$ cat src/rtl/uart_frame_pkg.sv
// rtl/uart_frame_pkg.sv - frame constants, FSM state types and the CRC8 helper shared with the RX parser
package uart_frame_pkg;

  localparam logic [7:0] SOF_BYTE           = 8'h5A;
  localparam int         DEF_MAX_DATA_BYTES = 64;
  localparam logic [7:0] CRC_POLY           = 8'h07;
  localparam logic [7:0] CRC_INIT           = 8'h00;

  typedef enum logic [3:0] {
    ST_IDLE,
    ST_SOF,
    ST_STAT,
    ST_CMD,
    ST_ADDR,
    ST_FETCH,
    ST_DATA,
    ST_CRC,
    ST_FINISH
  } frame_state_t;

  // IS_PULSE is the single cycle tx_start is high; IS_ISSUE waits out tx_busy.
  typedef enum logic [2:0] {
    IS_IDLE,
    IS_ISSUE,
    IS_PULSE,
    IS_CONFIRM,
    IS_WAIT
  } issue_state_t;

  function automatic logic [7:0] crc8_update(input logic [7:0] crc, input logic [7:0] data);
    logic [7:0] c;
    c = crc ^ data;
    for (int i = 0; i < 8; i++) begin
      c = c[7] ? ((c << 1) ^ CRC_POLY) : (c << 1);
    end
    return c;
  endfunction

endpackage

$ cat src/rtl/uart_tx_byte_issuer.sv
// rtl/uart_tx_byte_issuer.sv - one-byte issue/confirm/wait handshake towards the UART transmitter
module uart_tx_byte_issuer
  import uart_frame_pkg::*;
(
  input  logic       clk,
  input  logic       rst,
  input  logic       send,
  input  logic [7:0] send_byte,
  output logic       accepted,
  output logic       done,
  output logic [7:0] tx_data,
  output logic       tx_start,
  input  logic       tx_busy,
  input  logic       tx_done
);

  issue_state_t state, state_nx;
  logic         load;
  logic         start_d;
  logic [7:0]   data_d;

  // A new byte may be loaded while idle or on the very cycle the previous one completes.
  assign load = send && ((state == IS_IDLE) || ((state == IS_WAIT) && tx_done));

  always_ff @(posedge clk or posedge rst) begin
    if (rst) begin
      state    <= IS_IDLE;
      tx_start <= 1'b0;
      tx_data  <= 8'h00;
    end else begin
      state    <= state_nx;
      tx_start <= start_d;
      tx_data  <= data_d;
    end
  end

  always_comb begin
    state_nx = state;
    unique case (state)
      IS_IDLE:    state_nx = IS_IDLE;
      IS_ISSUE:   if (!tx_busy) state_nx = IS_PULSE;
      IS_PULSE:   state_nx = IS_CONFIRM;
      // A refusal leaves tx_busy low, so the re-pulse can go out immediately.
      IS_CONFIRM: state_nx = tx_busy ? IS_WAIT : IS_PULSE;
      IS_WAIT:    if (tx_done) state_nx = IS_IDLE;
      default:    state_nx = IS_IDLE;
    endcase
    if (load) begin
      state_nx = tx_busy ? IS_ISSUE : IS_PULSE;
    end
  end

  always_comb begin
    start_d  = (state_nx == IS_PULSE);
    data_d   = load ? send_byte : tx_data;
    accepted = (state == IS_CONFIRM) && tx_busy;
    done     = (state == IS_WAIT) && tx_done;
  end

endmodule

$ cat src/rtl/uart_tx_frame_builder.sv
// rtl/uart_tx_frame_builder.sv - serialises SOF/STATUS/CMD/ADDR/payload/CRC8 frames into the UART transmitter
module uart_tx_frame_builder
  import uart_frame_pkg::*;
#(
  parameter int MAX_DATA_BYTES = DEF_MAX_DATA_BYTES
) (
  input  logic        clk,
  input  logic        rst,
  input  logic        frame_start,
  output logic        frame_ready,
  input  logic [7:0]  status,
  input  logic [7:0]  cmd,
  input  logic [31:0] addr,
  input  logic        include_addr,
  input  logic [6:0]  data_len,
  input  logic [7:0]  data_in,
  input  logic        data_valid,
  output logic        data_ready,
  output logic [7:0]  tx_data,
  output logic        tx_start,
  input  logic        tx_busy,
  input  logic        tx_done,
  output logic        frame_done,
  output logic        len_error
);

  localparam logic [6:0] MAX_LEN = 7'(MAX_DATA_BYTES);

  frame_state_t state, state_nx;

  logic [7:0]  status_q, cmd_q, crc_q;
  logic [31:0] addr_q;
  logic        inc_addr_q;
  logic [6:0]  len_q, cnt_q;
  logic [1:0]  addr_idx, addr_idx_nx;

  logic        send, accepted, done;
  logic [7:0]  send_byte;
  logic        start_ok, take_data, fold_crc;
  logic        frame_ready_d, data_ready_d, frame_done_d, len_error_d;

  assign start_ok    = frame_start && (data_len <= MAX_LEN);
  assign take_data   = (state == ST_FETCH) && data_valid && data_ready;
  assign addr_idx_nx = addr_idx + 2'd1;
  assign fold_crc    = accepted && (state inside {ST_STAT, ST_CMD, ST_ADDR, ST_DATA});

  uart_tx_byte_issuer u_issuer (
    .clk       (clk),
    .rst       (rst),
    .send      (send),
    .send_byte (send_byte),
    .accepted  (accepted),
    .done      (done),
    .tx_data   (tx_data),
    .tx_start  (tx_start),
    .tx_busy   (tx_busy),
    .tx_done   (tx_done)
  );

  always_ff @(posedge clk or posedge rst) begin
    if (rst) begin
      state       <= ST_IDLE;
      frame_ready <= 1'b1;
      data_ready  <= 1'b0;
      frame_done  <= 1'b0;
      len_error   <= 1'b0;
    end else begin
      state       <= state_nx;
      frame_ready <= frame_ready_d;
      data_ready  <= data_ready_d;
      frame_done  <= frame_done_d;
      len_error   <= len_error_d;
    end
  end

  // Each transition into a sending state also hands the next byte to the issuer.
  always_comb begin
    state_nx  = state;
    send      = 1'b0;
    send_byte = 8'h00;
    unique case (state)
      ST_IDLE: begin
        if (start_ok) begin
          state_nx  = ST_SOF;
          send      = 1'b1;
          send_byte = SOF_BYTE;
        end
      end
      ST_SOF: begin
        if (done) begin
          state_nx  = ST_STAT;
          send      = 1'b1;
          send_byte = status_q;
        end
      end
      ST_STAT: begin
        if (done) begin
          state_nx  = ST_CMD;
          send      = 1'b1;
          send_byte = cmd_q;
        end
      end
      ST_CMD, ST_ADDR: begin
        if (done) begin
          if ((state == ST_CMD) && inc_addr_q) begin
            state_nx  = ST_ADDR;
            send      = 1'b1;
            send_byte = addr_q[7:0];
          end else if ((state == ST_ADDR) && (addr_idx != 2'd3)) begin
            state_nx  = ST_ADDR;
            send      = 1'b1;
            send_byte = addr_q[{addr_idx_nx, 3'b000} +: 8];
          end else if (len_q != 7'd0) begin
            state_nx = ST_FETCH;
          end else begin
            state_nx  = ST_CRC;
            send      = 1'b1;
            send_byte = crc_q;
          end
        end
      end
      ST_FETCH: begin
        if (take_data) begin
          state_nx  = ST_DATA;
          send      = 1'b1;
          send_byte = data_in;
        end
      end
      ST_DATA: begin
        if (done) begin
          if (cnt_q == len_q) begin
            state_nx  = ST_CRC;
            send      = 1'b1;
            send_byte = crc_q;
          end else begin
            state_nx = ST_FETCH;
          end
        end
      end
      ST_CRC:    if (done) state_nx = ST_FINISH;
      ST_FINISH: state_nx = ST_IDLE;
      default:   state_nx = ST_IDLE;
    endcase
  end

  always_comb begin
    frame_ready_d = (state_nx == ST_IDLE);
    data_ready_d  = (state_nx == ST_FETCH);
    frame_done_d  = (state_nx == ST_FINISH);
    len_error_d   = (state == ST_IDLE) && frame_start && (data_len > MAX_LEN);
  end

  // The issuer holds the accepted byte on tx_data, so the CRC folds it straight from there.
  always_ff @(posedge clk or posedge rst) begin
    if (rst) begin
      status_q   <= 8'h00;
      cmd_q      <= 8'h00;
      addr_q     <= 32'h0;
      inc_addr_q <= 1'b0;
      len_q      <= 7'd0;
      cnt_q      <= 7'd0;
      addr_idx   <= 2'd0;
      crc_q      <= CRC_INIT;
    end else begin
      if ((state == ST_IDLE) && start_ok) begin
        status_q   <= status;
        cmd_q      <= cmd;
        addr_q     <= addr;
        inc_addr_q <= include_addr;
        len_q      <= data_len;
        cnt_q      <= 7'd0;
        addr_idx   <= 2'd0;
        crc_q      <= CRC_INIT;
      end
      if (take_data) begin
        cnt_q <= cnt_q + 7'd1;
      end
      if ((state == ST_ADDR) && done) begin
        addr_idx <= addr_idx_nx;
      end
      if (fold_crc) begin
        crc_q <= crc8_update(crc_q, tx_data);
      end
    end
  end

endmodule

$ cat config.mk
export PLATFORM = sky130hd
export DESIGN_NAME = uart_tx_frame_builder
export DESIGN_NICKNAME = d
export VERILOG_FILES = /design/src/rtl/uart_frame_pkg.sv /design/src/rtl/uart_tx_byte_issuer.sv /design/src/rtl/uart_tx_frame_builder.sv
export SDC_FILE = /design/constraint.sdc
export NUM_CORES = 1
export LEC_CHECK = 0
export CAP_MARGIN = 20
export CORE_UTILIZATION = 54
export CTS_CLUSTER_SIZE = 20
export DETAILED_ROUTE_END_ITERATION = 16
export PLACE_DENSITY = 0.81
export REMOVE_ABC_BUFFERS = 1
export SLEW_MARGIN = 5
export SYNTH_ARGS = -nofsm -noshare
export SYNTH_HDL_FRONTEND = slang
export SYNTH_HIERARCHICAL = 1
export SYNTH_SLANG_ARGS = --single-unit
$ cat constraint.sdc
create_clock -name clk -period 3.2 [get_ports clk]
set_clock_uncertainty 0.05 [all_clocks]
set_input_delay 0.64 -clock clk [delete_from_list [all_inputs] [get_ports clk]]
set_output_delay 0.64 -clock clk [all_outputs]
set_load 0.02 [all_outputs]
* After elaboration in Yosys (flattened, before gate mapping)
Cells that the tools add are included.
** Cells by class
- $add $sub $neg :: 2
- $lt $le $gt $ge :: 2
- Equality and inequality tests :: 16
- Shifts and indexed selects :: 1
- Mux-type cells :: 53
- Bitwise gates (word level) :: 9
- Reduce and logical (&&, ||, !) cells :: 24
** Operators by type and width (count)
- 2-to-1 mux 8 bit :: 11
- case mux 8 bit (6 select lines) :: 1
- 2-to-1 mux 3 bit :: 12
- indexed part select 32 x 6 -> 8 bit :: 1
- 2-to-1 mux 4 bit :: 7
- case mux 4 bit (7 select lines) :: 1
- inverter 3 bit :: 8
- 2-to-1 mux 7 bit :: 3
- equality test 4 x 3 -> 1 bit (second input constant) :: 5
- 2-to-1 mux 2 bit :: 7
- logical AND 1 bit :: 13
- case mux 3 bit (4 select lines) :: 1
- equality test 3 x 2 -> 1 bit (second input constant) :: 3
- 2-to-1 mux 1 bit :: 9
- equality test 4 x 2 -> 1 bit (second input constant) :: 2
- logical NOT 4 bit :: 2
- bitwise XOR 8 bit :: 1
- adder 7 x 1 -> 7 bit (second input constant) :: 1
- equality test 7 bit :: 1
- greater-than comparator 7 bit (second input constant) :: 1
- <= comparator 7 bit (second input constant) :: 1
- nonzero test 7 bit :: 1
- nonzero test 2 bit :: 3
- case mux 1 bit (5 select lines) :: 1
- 10 further kinds :: 11
** Word-level totals
- Register bits :: 93
- Input bits :: 70
- Output and inout bits :: 13
- Logic and storage cells :: 123

* Logic depth before layout (Yosys ltp)
Gate-level depths: netlist of run 1.
- Depth after elaboration :: 18
- Depth in mapped cells :: 9
- Mapped depth without buffers :: 7

* Cells and area by module
Netlist of run 1, hierarchy kept.
** Modules (own cells, without submodules)
- uart_tx_frame_builder :: instances 1, cells each 398, area each 4445.5 µm², seq. area each 2028.2 µm²
- uart_tx_byte_issuer :: instances 1, cells each 39, area each 520.5 µm², seq. area each 300.3 µm²

* Worst setup path before layout of run 1
No wires, ideal clock.
- Path type :: flip-flop to flip-flop
- Start :: register addr_idx[0]
- End :: register u_issuer.tx_data[3]
- Setup time :: 0.125 ns
- Arrival :: 2.352 ns
- Required time :: 3.025 ns
- Setup slack :: 0.674 ns
- Stages on the path, launching flop included :: 8
- Buffers on the path :: 1
- Clock period less this slack :: 2.526 ns
- Cell sequence :: dfrtp_1 ha_1 buf_2 mux4_2 a221o_1 a221oi_1 o21ai_1 mux2_2
** On the way
- Elaborated cells between the ends (all ways) :: 13
- Classes of those cells :: 1 x add/sub; 1 x eq/ne; 1 x shift; 8 x mux; 2 x reduce/logical
** RTL lines
- start, declared :: RTL line uart_tx_frame_builder.sv:35 : logic [1:0] addr_idx, addr_idx_nx;
- start signal, assigned :: RTL line uart_tx_frame_builder.sv:179 : addr_idx <= addr_idx_nx;
- adder 2 x 1 -> 2 bit or inequality test 2 bit (tied branches) :: RTL line uart_tx_frame_builder.sv:44, uart_tx_frame_builder.sv:109
- indexed part select 32 x 6 -> 8 bit or logical AND 1 bit (tied branches) :: RTL line uart_tx_frame_builder.sv:112, uart_tx_frame_builder.sv:109
- 2-to-1 mux 8 bit (*) :: RTL line uart_tx_frame_builder.sv:109 : end else if ((state == ST_ADDR) && (addr_idx != 2'd3)) begin
- 2-to-1 mux 8 bit (*) :: RTL line uart_tx_frame_builder.sv:105 : if ((state == ST_CMD) && inc_addr_q) begin
- 2-to-1 mux 8 bit (*) :: RTL line uart_tx_frame_builder.sv:104 : if (done) begin
- case mux 8 bit (6 select lines) (*) :: RTL line uart_tx_frame_builder.sv:81 : unique case (state)
- net send_byte[3] :: RTL line uart_tx_frame_builder.sv:38 : logic [7:0] send_byte;
- end signal, assigned :: RTL line uart_tx_byte_issuer.sv:33 : tx_data <= data_d;
- end, declared :: RTL line uart_tx_byte_issuer.sv:11 : output logic [7:0] tx_data,
The timed path passes the listed nets; every way through them passes the cells marked *.
A chain may end at the register's enable or synchronous reset.

* Worst setup path after layout of run 1
- Start :: register len_q[0]
- End :: register u_issuer.tx_data[3]
** On the way
- Cells in the longest elaborated chain, start to end :: 7
- Elaborated cells between the ends (all ways) :: 17
- Classes of those cells :: 1 x eq/ne; 14 x mux; 2 x reduce/logical
** Ends and longest elaborated chain
- start, declared :: RTL line uart_tx_frame_builder.sv:34 : logic [6:0] len_q, cnt_q;
- start signal, assigned :: RTL line uart_tx_frame_builder.sv:170 : len_q <= data_len;
- nonzero test 7 bit :: RTL line uart_tx_frame_builder.sv:113 : end else if (len_q != 7'd0) begin
- 2-to-1 mux 1 bit :: RTL line uart_tx_frame_builder.sv:113
- 2-to-1 mux 1 bit :: RTL line uart_tx_frame_builder.sv:109
- 2-to-1 mux 1 bit :: RTL line uart_tx_frame_builder.sv:105
- 2-to-1 mux 1 bit :: RTL line uart_tx_frame_builder.sv:104
- case mux 1 bit (5 select lines) (*) :: RTL line uart_tx_frame_builder.sv:81
- net send :: RTL line uart_tx_frame_builder.sv:37 : logic send, accepted, done;
- logical AND 1 bit (*) :: RTL line uart_tx_byte_issuer.sv:23 : assign load = send && ((state == IS_IDLE) || ((state == IS_WAIT) && tx_done));
Marks and branches as above.

==> run metrics, run 1 <==
synth top area cells dfrtp_1, mux2_1, xnor2_1; critical path class register to register; largest net degree at the start of global routing 52; CP arrival 3.05 ns; DRT iter0 DRCs 270; Core Footprint 8810 sq um; Critical-path top delay cell or4_1; Die Ht 97.9 um; CP Launch Type register; Mapped Cells 437; overall fraction of global-route tracks in use 0.259; Final Power 4.65 mW; share of cells above drive strength 1 0.117; Post-CTS Setup Repair Bufs 0; FF-to-FF path depth 7; endpoints failing hold 0; FF+latch count, synth 93; Ant. Diodes 0; Skew-Pair Late Insertion Delay 0.37 ns; pwr dens 757 nW/um^2; Async SR Flop Fraction 1.00; Critical Path Start len_q[0]$_DFFE_PP0P_; TritonCTS buffer count 9; DR DRC count 2; Peak VDD IR 367 uV; clock sinks 93; post-place setup slack 0.123 ns; # IOs 83; critical path data required time 3.41 ns; CTS tree yes; CTS HTree Levels 3; register area share after synthesis 0.469; setup ws final 0.362 ns; DR vias/cell 6.08; failing checks design-rule violations; Max-slew headroom 0.575; reg2reg start len_q[0]$_DFFE_PP0P_; Crit path max-delay family simple AND/OR/NAND/NOR gates; Synth Flop Type dfrtp_1; status finished with violations; vias in the first global route 3,927; Initial Utilization 0.564; area delta synth->final 23.7%; Cell variety after synth 63; Period Utilization, post-route 0.887; Worst R2R End u_issuer/tx_data[3]$_DFFE_PP0P_; Final Max Tran Viols 0; CP Max Fanout 8; CTS root buf clkbuf_8; Rows 34; # hold bufs at CTS 0; fill count 641; CTS Buffer Depth 2; EDFF count, synth 0; FMAX 352 MHz; Setup Viol. Count Final 0; worst stage delay on the critical path 0.55 ns; die area 9580 sq um; CP Depth 7; top-area cell type share of the netlist area 0.464; RSZ-0062 raised after global routing no; post-CTS sizing 0; first-pass GRT wire length 19,600 um; CP Capture Type register; end point of the critical path u_issuer/tx_data[3]$_DFFE_PP0P_; internal reg-to-reg setup slack 0.36 ns; Worst Tran Pin Value 0.636 ns; mean post-synth cell area 11.4 sq um; Buf+Inv Stages, Crit Path 0; Yosys top cell by area dfrtp_1; worst hold-check path type register to register; Static Leak 2.54 nW; initial antenna violation count 0; max_cap viols 0; Routed WL 11,500 um; dpl hpwl 8560 um; clock slew at reported path FFs 0.10 ns; DR pass1 iterations 11; Avg WL per Cell 18.1 um; Cell Chain, Critical Path or4_1 > or4_4 > a31oi_1 > nor4_1 > o21ai_1 > nand3_4 > mux2_2; Cell Area, Synth 4970 sq um; min Tclk post-route 2.84 ns; global placer's final weighted congestion 0.859; Die W 97.9 um; via count 3,868; Nets 595; Overflow after GRT 0; input/output buffers 82; synth warn 6; Detail Route Antenna Nets 0
synth_stat cells, types with 4 or more instances:
cell type / number
a31oi_1: 10
mux2_1: 52
nor2_1: 18
o21ai_0: 8
inv_1: 13
nand3_1: 8
nor4_1: 5
o21ai_1: 26
a22oi_1: 4
a221oi_1: 4
mux4_2: 7
mux2_2: 9
o211ai_1: 4
xor2_1: 6
buf_2: 9
o22ai_1: 7
clkbuf_1: 7
a21oi_1: 15
xnor2_1: 21
nand3b_1: 4
buf_4: 6
and3_1: 5
nand2_1: 28
nor2b_1: 7
nand4_1: 5
dfrtp_1: 92
layout make-up:
type | instances | area [sq um] | share of cell area
tap | 108 | 135 | 0.0220
sequential | 93 | 2330 | 0.379
clock buffer | 10 | 128 | 0.0208
inverter | 13 | 50.0 | 0.00815
multi-input combinational | 308 | 2470 | 0.402
clock inverter | 6 | 52.6 | 0.00856
timing repair buffer | 98 | 978 | 0.159
worst min-delay path by stage:
stage | start | endpoint | slack (ns) | cells after the start
after floorplan | addr_q[26]$_DFFE_PP0P_ | addr_q[26]$_DFFE_PP0P_ | 0.40 | 1
after global placement | addr_q[14]$_DFFE_PP0P_ | addr_q[14]$_DFFE_PP0P_ | 0.41 | 1
after detailed placement | addr_q[19]$_DFFE_PP0P_ | addr_q[19]$_DFFE_PP0P_ | 0.42 | 1
after CTS | addr_q[19]$_DFFE_PP0P_ | addr_q[19]$_DFFE_PP0P_ | 0.45 | 1
after global routing | addr_q[25]$_DFFE_PP0P_ | addr_q[25]$_DFFE_PP0P_ | 0.47 | 1
final | addr_q[19]$_DFFE_PP0P_ | addr_q[19]$_DFFE_PP0P_ | 0.45 | 1
per-stage QoR:
| stage | hold WS [ns] | area (sq um) | util | cells | TNS, ns |
|---|---|---|---|---|---|
| after global placement | 0.413 | 5960 | 0.677 | 620 | 0 |
| after CTS | 0.448 | 6140 | 0.697 | 636 | 0 |
| after floorplan | 0.402 | 4850 | - | 414 | -29.20 |
| final | 0.447 | 6140 | 0.697 | 636 | 0 |
| after global routing | 0.469 | 6140 | 0.697 | 636 | 0 |
| after detailed placement | 0.424 | 5960 | 0.677 | 620 | 0 |
kinds of logic after synthesis:
group / Yosys count / share of synthesized area
buffers and inverters: 36 / 0.0340
DFF: 93 / 0.469
adders and majority gates: 2 / 0.00504
xor gates and xnor gates: 30 / 0.0617
AOI/OAI and AO/OA: 97 / 0.125
and+or+nand+nor: 111 / 0.135
muxes: 68 / 0.170
where the power goes:
part           leakage (nW)  total, mW  switching [mW]  internal [mW]
sequential             1.18       2.02           0.386           1.63
clock                0.0854      0.753           0.458          0.295
combinational          1.28       1.88           0.873           1.00
total                  2.54       4.65            1.72           2.93
routing by layer:
metal  wire (um)  vias to the layer above  track usage
met2        5550                      139        0.423
met5           0                        -            0
li1            -                     1785            -
met4         178                        0       0.0781
met3         672                       19       0.0487
met1        5140                     1925        0.355
registers in the layout, indices dropped and copies added (netlist names), 2 cells and up:
name and cells:
addr_idx 2, addr_q 32, cmd_q 8, cnt_q 7, crc_q 8, len_q 7
state 4, status_q 8, u_issuer/state 3, u_issuer/tx_data 8
cell usage in the layout (no fill, tap or decap), drive strengths merged, types with 4 or more instances in the layout:
| cell type | synthesis | layout |
|---|---|---|
| nand2 | 28 | 28 |
| and3 | 7 | 7 |
| clkdlybuf4s50 | 0 | 82 |
| a21oi | 15 | 15 |
| a22oi | 4 | 4 |
| o21ai | 34 | 34 |
| buf | 16 | 16 |
| o211ai | 4 | 4 |
| a221oi | 4 | 4 |
| mux4 | 7 | 7 |
| nor2 | 19 | 19 |
| nand4 | 5 | 5 |
| dfrtp | 92 | 92 |
| nand3b | 4 | 4 |
| mux2 | 61 | 61 |
| nand3 | 9 | 9 |
| xor2 | 6 | 6 |
| a31oi | 10 | 10 |
| clkbuf | 7 | 10 |
| o22ai | 7 | 7 |
| nor2b | 7 | 7 |
| nor4 | 6 | 6 |
| xnor2 | 21 | 21 |
| inv | 13 | 15 |
(Power assumes the default switching activity.)
==> run 2: changes to the inputs <==
--- a/config.mk
+++ b/config.mk
@@ -6,10 +6,9 @@
 export NUM_CORES = 1
 export LEC_CHECK = 0
 export CAP_MARGIN = 20
-export CORE_UTILIZATION = 54
+export CORE_UTILIZATION = 40
 export CTS_CLUSTER_SIZE = 20
 export DETAILED_ROUTE_END_ITERATION = 16
-export PLACE_DENSITY = 0.81
 export REMOVE_ABC_BUFFERS = 1
 export SLEW_MARGIN = 5
 export SYNTH_ARGS = -nofsm -noshare
==> run metrics, run 2 (synthesis results as in run 1) <==
status completed; Critical-path top delay cell or4_1; CP arrival 3.05 ns; worst stage delay on the critical path 0.57 ns; CTS Buffer Depth 2; post-CTS sizing 0; critical path class register to register; max_cap viols 0; Detail Route met3 WL 519 um; Post-CTS Setup Repair Bufs 0; dpl hpwl 9040 um; area delta synth->final 27.5%; min Tclk post-route 2.88 ns; TritonCTS buffer count 9; CTS tree yes; Overflow after GRT 0; DRT iter0 DRCs 217; Core Footprint 12,100 sq um; largest net degree at the start of global routing 48; Max-slew headroom 0.515; Routed WL 12,100 um; input/output buffers 82; fill count 1,090; Final Non-Filler Cells 696; Ant. Diodes 0; commonest non-fill, non-tap cell in the layout dfrtp_1; Worst Tran Pin Value 0.728 ns; Avg WL per Cell 17.4 um; DR DRC count 0; Setup Viol. Count Final 0; Top Layer Used met4; pwr dens 784 nW/um^2; FMAX 348 MHz; critical path data required time 3.37 ns; Die Ht 113 um; CP Launch Type register; global placer's final weighted congestion 0.834; Peak VDD IR 310 uV; Cell Area, Placed 6040 sq um; RSZ-0062 raised after global routing no; Period Utilization, post-route 0.898; clock slew at reported path FFs 0.06 ns; clock sinks 93; CP Capture Type register; Final Power 4.96 mW; # IOs 83; CTS root buf clkbuf_16; fin area 6330 sq um; initial antenna violation count 0; most flop-heavy register addr_q; DR vias/cell 5.41; dpl cells 680; first-pass GRT wire length 20,100 um; CP Max Fanout 8; endpoints failing hold 0; DR pass1 iterations 5; Static Leak 2.60 nW; fin util 0.525; Initial Utilization 0.412; max reg flops 32; die area 12,900 sq um; most frequent cells in the layout dfrtp_1, clkdlybuf4s50_1, mux2_1; Cell Chain, Critical Path or4_1 > or4_4 > a31oi_1 > nor4_1 > o21ai_1 > nand3_4 > mux2_2; Crit path max-delay family simple AND/OR/NAND/NOR gates; Buf+Inv Stages, Crit Path 0; wl on met1 5700 um; worst hold-check path type register to register; vias in the first global route 3,876; Final Max Tran Viols 0; Rows 40; WL met2 5630 um; Die W 113 um; CTS HTree Levels 3; Nets 595; overall fraction of global-route tracks in use 0.206; internal reg-to-reg setup slack 0.32 ns; share of cells above drive strength 1 0.116; via count 3,764; Detail Route Antenna Nets 0; Skew-Pair Late Insertion Delay 0.34 ns; # hold bufs at CTS 0
[run 2: cell count changes in the layout (fill, tap and decap cells not counted), sizes merged]
cell / change
inv: -3
clkbuf: +2
clkinv: +1
bufinv: +1
clkinvlp: -1
[run 2: layer usage]
metal / vias to the layer above / global-route usage
li1: 1781 / -
met1: 1857 / 0.284
met2: 109 / 0.322
met3: 17 / 0.0313
met4: 0 / 0.0930
met5: - / 0
[run 2: stage by stage]
step / setup TNS, ns / setup slack [ns] / hold slack (ns)
after floorplan: -29.20 / -0.511 / 0.402
after global routing: 0 / 0.224 / 0.449
final: 0 / 0.325 / 0.435
after CTS: 0 / 0.327 / 0.437
after global placement: 0 / 0.138 / 0.413
after detailed placement: 0 / 0.0969 / 0.420
[run 2: path summary, 6_finish.rpt]
| kind | cells after the start | to | from |
|---|---|---|---|
| worst min register to register | 1 | addr_q[26]$_DFFE_PP0P_ | addr_q[26]$_DFFE_PP0P_ |
| max in group asynchronous | 3 | frame_ready$_DFF_PP1_ | rst |
| worst max-delay path | 7 | u_issuer/tx_data[2]$_DFFE_PP0P_ | len_q[0]$_DFFE_PP0P_ |
| worst min-delay path | 1 | addr_q[26]$_DFFE_PP0P_ | addr_q[26]$_DFFE_PP0P_ |
| min in group asynchronous | 2 | u_issuer/tx_data[0]$_DFFE_PP0P_ | rst |
| worst max register to register | 7 | u_issuer/tx_data[2]$_DFFE_PP0P_ | len_q[0]$_DFFE_PP0P_ |
[run 2: report_power, final]
part / switching (mW) / leakage [nW] / internal (mW)
Sequential: 0.379 / 1.18 / 1.64
Clock: 0.444 / 0.143 / 0.625
Combinational: 0.873 / 1.28 / 1.00
[run 2: final cells by class]
class                           instances  area, sq um  share of cell area
Inverter                               13         50.0             0.00791
Clock inverter                          4         47.5             0.00751
Tap cell                              168          210              0.0332
Timing Repair Buffer                   98          978               0.155
Sequential cell                        93         2330               0.368
Multi-Input combinational cell        308         2470               0.390
Clock buffer                           12          246              0.0389
==> run 3: changes to the inputs <==
--- a/config.mk
+++ b/config.mk
@@ -6,6 +6,7 @@
 export NUM_CORES = 1
 export LEC_CHECK = 0
 export CAP_MARGIN = 20
+export CORE_MARGIN = 5
 export CORE_UTILIZATION = 40
 export CTS_CLUSTER_SIZE = 20
 export DETAILED_ROUTE_END_ITERATION = 16
==> constraint.sdc (replaced) <==
create_clock -name clk -period 3.1 [get_ports clk]
set_clock_uncertainty 0.05 [all_clocks]
set_input_delay 0.62 -clock clk [delete_from_list [all_inputs] [get_ports clk]]
set_output_delay 0.62 -clock clk [all_outputs]
set_load 0.02 [all_outputs]
==> run metrics, run 3 (synthesis results as in run 1) <==
Final Non-Filler Cells 699; Nets 599; CP Capture Type register; Max-slew headroom 0.240; global placer's final weighted congestion 0.862; most frequent cells in the layout dfrtp_1, clkdlybuf4s50_1, mux2_1; worst hold-check path type register to register; reg2reg start state[0]$_DFF_PP0_; Overflow after GRT 0; Setup Viol. Count Final 0; Worst Tran Pin Value 1.14 ns; dpl cells 684; RSZ-0062 raised after global routing no; FMAX 350 MHz; Worst R2R End u_issuer/tx_data[7]$_DFFE_PP0P_; Avg WL per Cell 17.6 um; Detail Route Antenna Nets 0; CTS root buf clkbuf_16; CP Launch Type register; pwr dens 808 nW/um^2; dpl hpwl 9520 um; Die Ht 121 um; first-pass GRT wire length 20,200 um; end point of the critical path u_issuer/tx_data[7]$_DFFE_PP0P_; die area 14,700 sq um; post-CTS sizing 0; Ant. Diodes 0; overall fraction of global-route tracks in use 0.176; CTS Buffer Depth 2; max_cap viols 0; # hold bufs at CTS 0; DR DRC count 0; Die W 121 um; vias in the first global route 3,837; DRT iter0 DRCs 303; endpoints failing hold 0; FF-to-FF path depth 5; Critical Path Start state[0]$_DFF_PP0_; largest net degree at the start of global routing 45; commonest non-fill, non-tap cell in the layout dfrtp_1; via count 3,766; Initial Utilization 0.410; Static Leak 2.61 nW; share of cells above drive strength 1 0.121; Peak VDD IR 284 uV; CP arrival 3.04 ns; critical path class register to register; area delta synth->final 28.1%; fin util 0.525; TritonCTS buffer count 9; clock slew at reported path FFs 0.07 ns; Rows 40; input/output buffers 82; hold_ws 0.431 ns; Core Footprint 12,100 sq um; initial antenna violation count 0; CTS HTree Levels 3; DR pass1 iterations 4; Setup TNS 0 ns; min Tclk post-route 2.86 ns; max reg flops 32; DR vias/cell 5.39; Period Utilization, post-route 0.923; # IOs 83; clock sinks 93; Post-CTS Setup Repair Bufs 0; Routed WL 12,300 um; internal reg-to-reg setup slack 0.24 ns; status completed; CP Max Fanout 15; Skew-Pair Late Insertion Delay 0.34 ns; Final Max Tran Viols 0; number of cells on the worst hold path 1; CTS tree yes; critical path data required time 3.28 ns; most flop-heavy register addr_q
run 3: cell types whose count changed in the layout (fill, tap and decap cells not counted), sizes merged:
cell,delta
buf,+4
clkinv,-1
run 3: critical path: stages, from the launching register on:
cell and delay [ns]:
dfrtp_1 0.65, nor4b_2 1.00, nor4_1 0.16, o21ai_1 0.36
nand3_4 0.21, mux2_2 0.32
run 3: power by group:
part           internal (mW)  total, mW  switching, mW
clock                  0.645       1.10          0.458
combinational           1.04       1.95          0.914
sequential              1.69       2.08          0.391
run 3: how the worst min path moves through the flow:
stage,from,to
finish,addr_q[8]$_DFFE_PP0P_,addr_q[8]$_DFFE_PP0P_
global route,addr_q[8]$_DFFE_PP0P_,addr_q[8]$_DFFE_PP0P_
CTS,addr_q[31]$_DFFE_PP0P_,addr_q[31]$_DFFE_PP0P_
detailed placement,addr_q[31]$_DFFE_PP0P_,addr_q[31]$_DFFE_PP0P_
global placement,addr_q[31]$_DFFE_PP0P_,addr_q[31]$_DFFE_PP0P_
floorplan,addr_q[26]$_DFFE_PP0P_,addr_q[26]$_DFFE_PP0P_
run 3: cell type report:
type | count | area [sq um]
inverter | 13 | 50.0
timing repair buffer | 102 | 1010
multi-input combinational | 308 | 2470
clock inverter | 3 | 46.3
sequential | 93 | 2330
tap | 168 | 210
clock buffer | 12 | 246
fill | 1115 | 5750
run 3: metrics by stage:
stage / power (mW) / instance area, sq um / setup slack [ns]
after floorplan: 3.38 / 4850 / -0.591
after global placement: 3.99 / 6070 / 0.0783
final: 5.14 / 6360 / 0.240
after detailed placement: 4.06 / 6070 / 0.0556
after CTS: 5.17 / 6360 / 0.253
after global routing: 5.47 / 6360 / 0.0662
run 3: layer usage:
metal	share of wire	routed length (um)	vias to the layer above	global-route usage
met1	0.47	5760	1881	0.243
met3	0.041	505	13	0.0331
li1	-	-	1793	-
met2	0.48	5860	79	0.278
met4	0.017	204	0	0.0574
met5	0	0	-	0
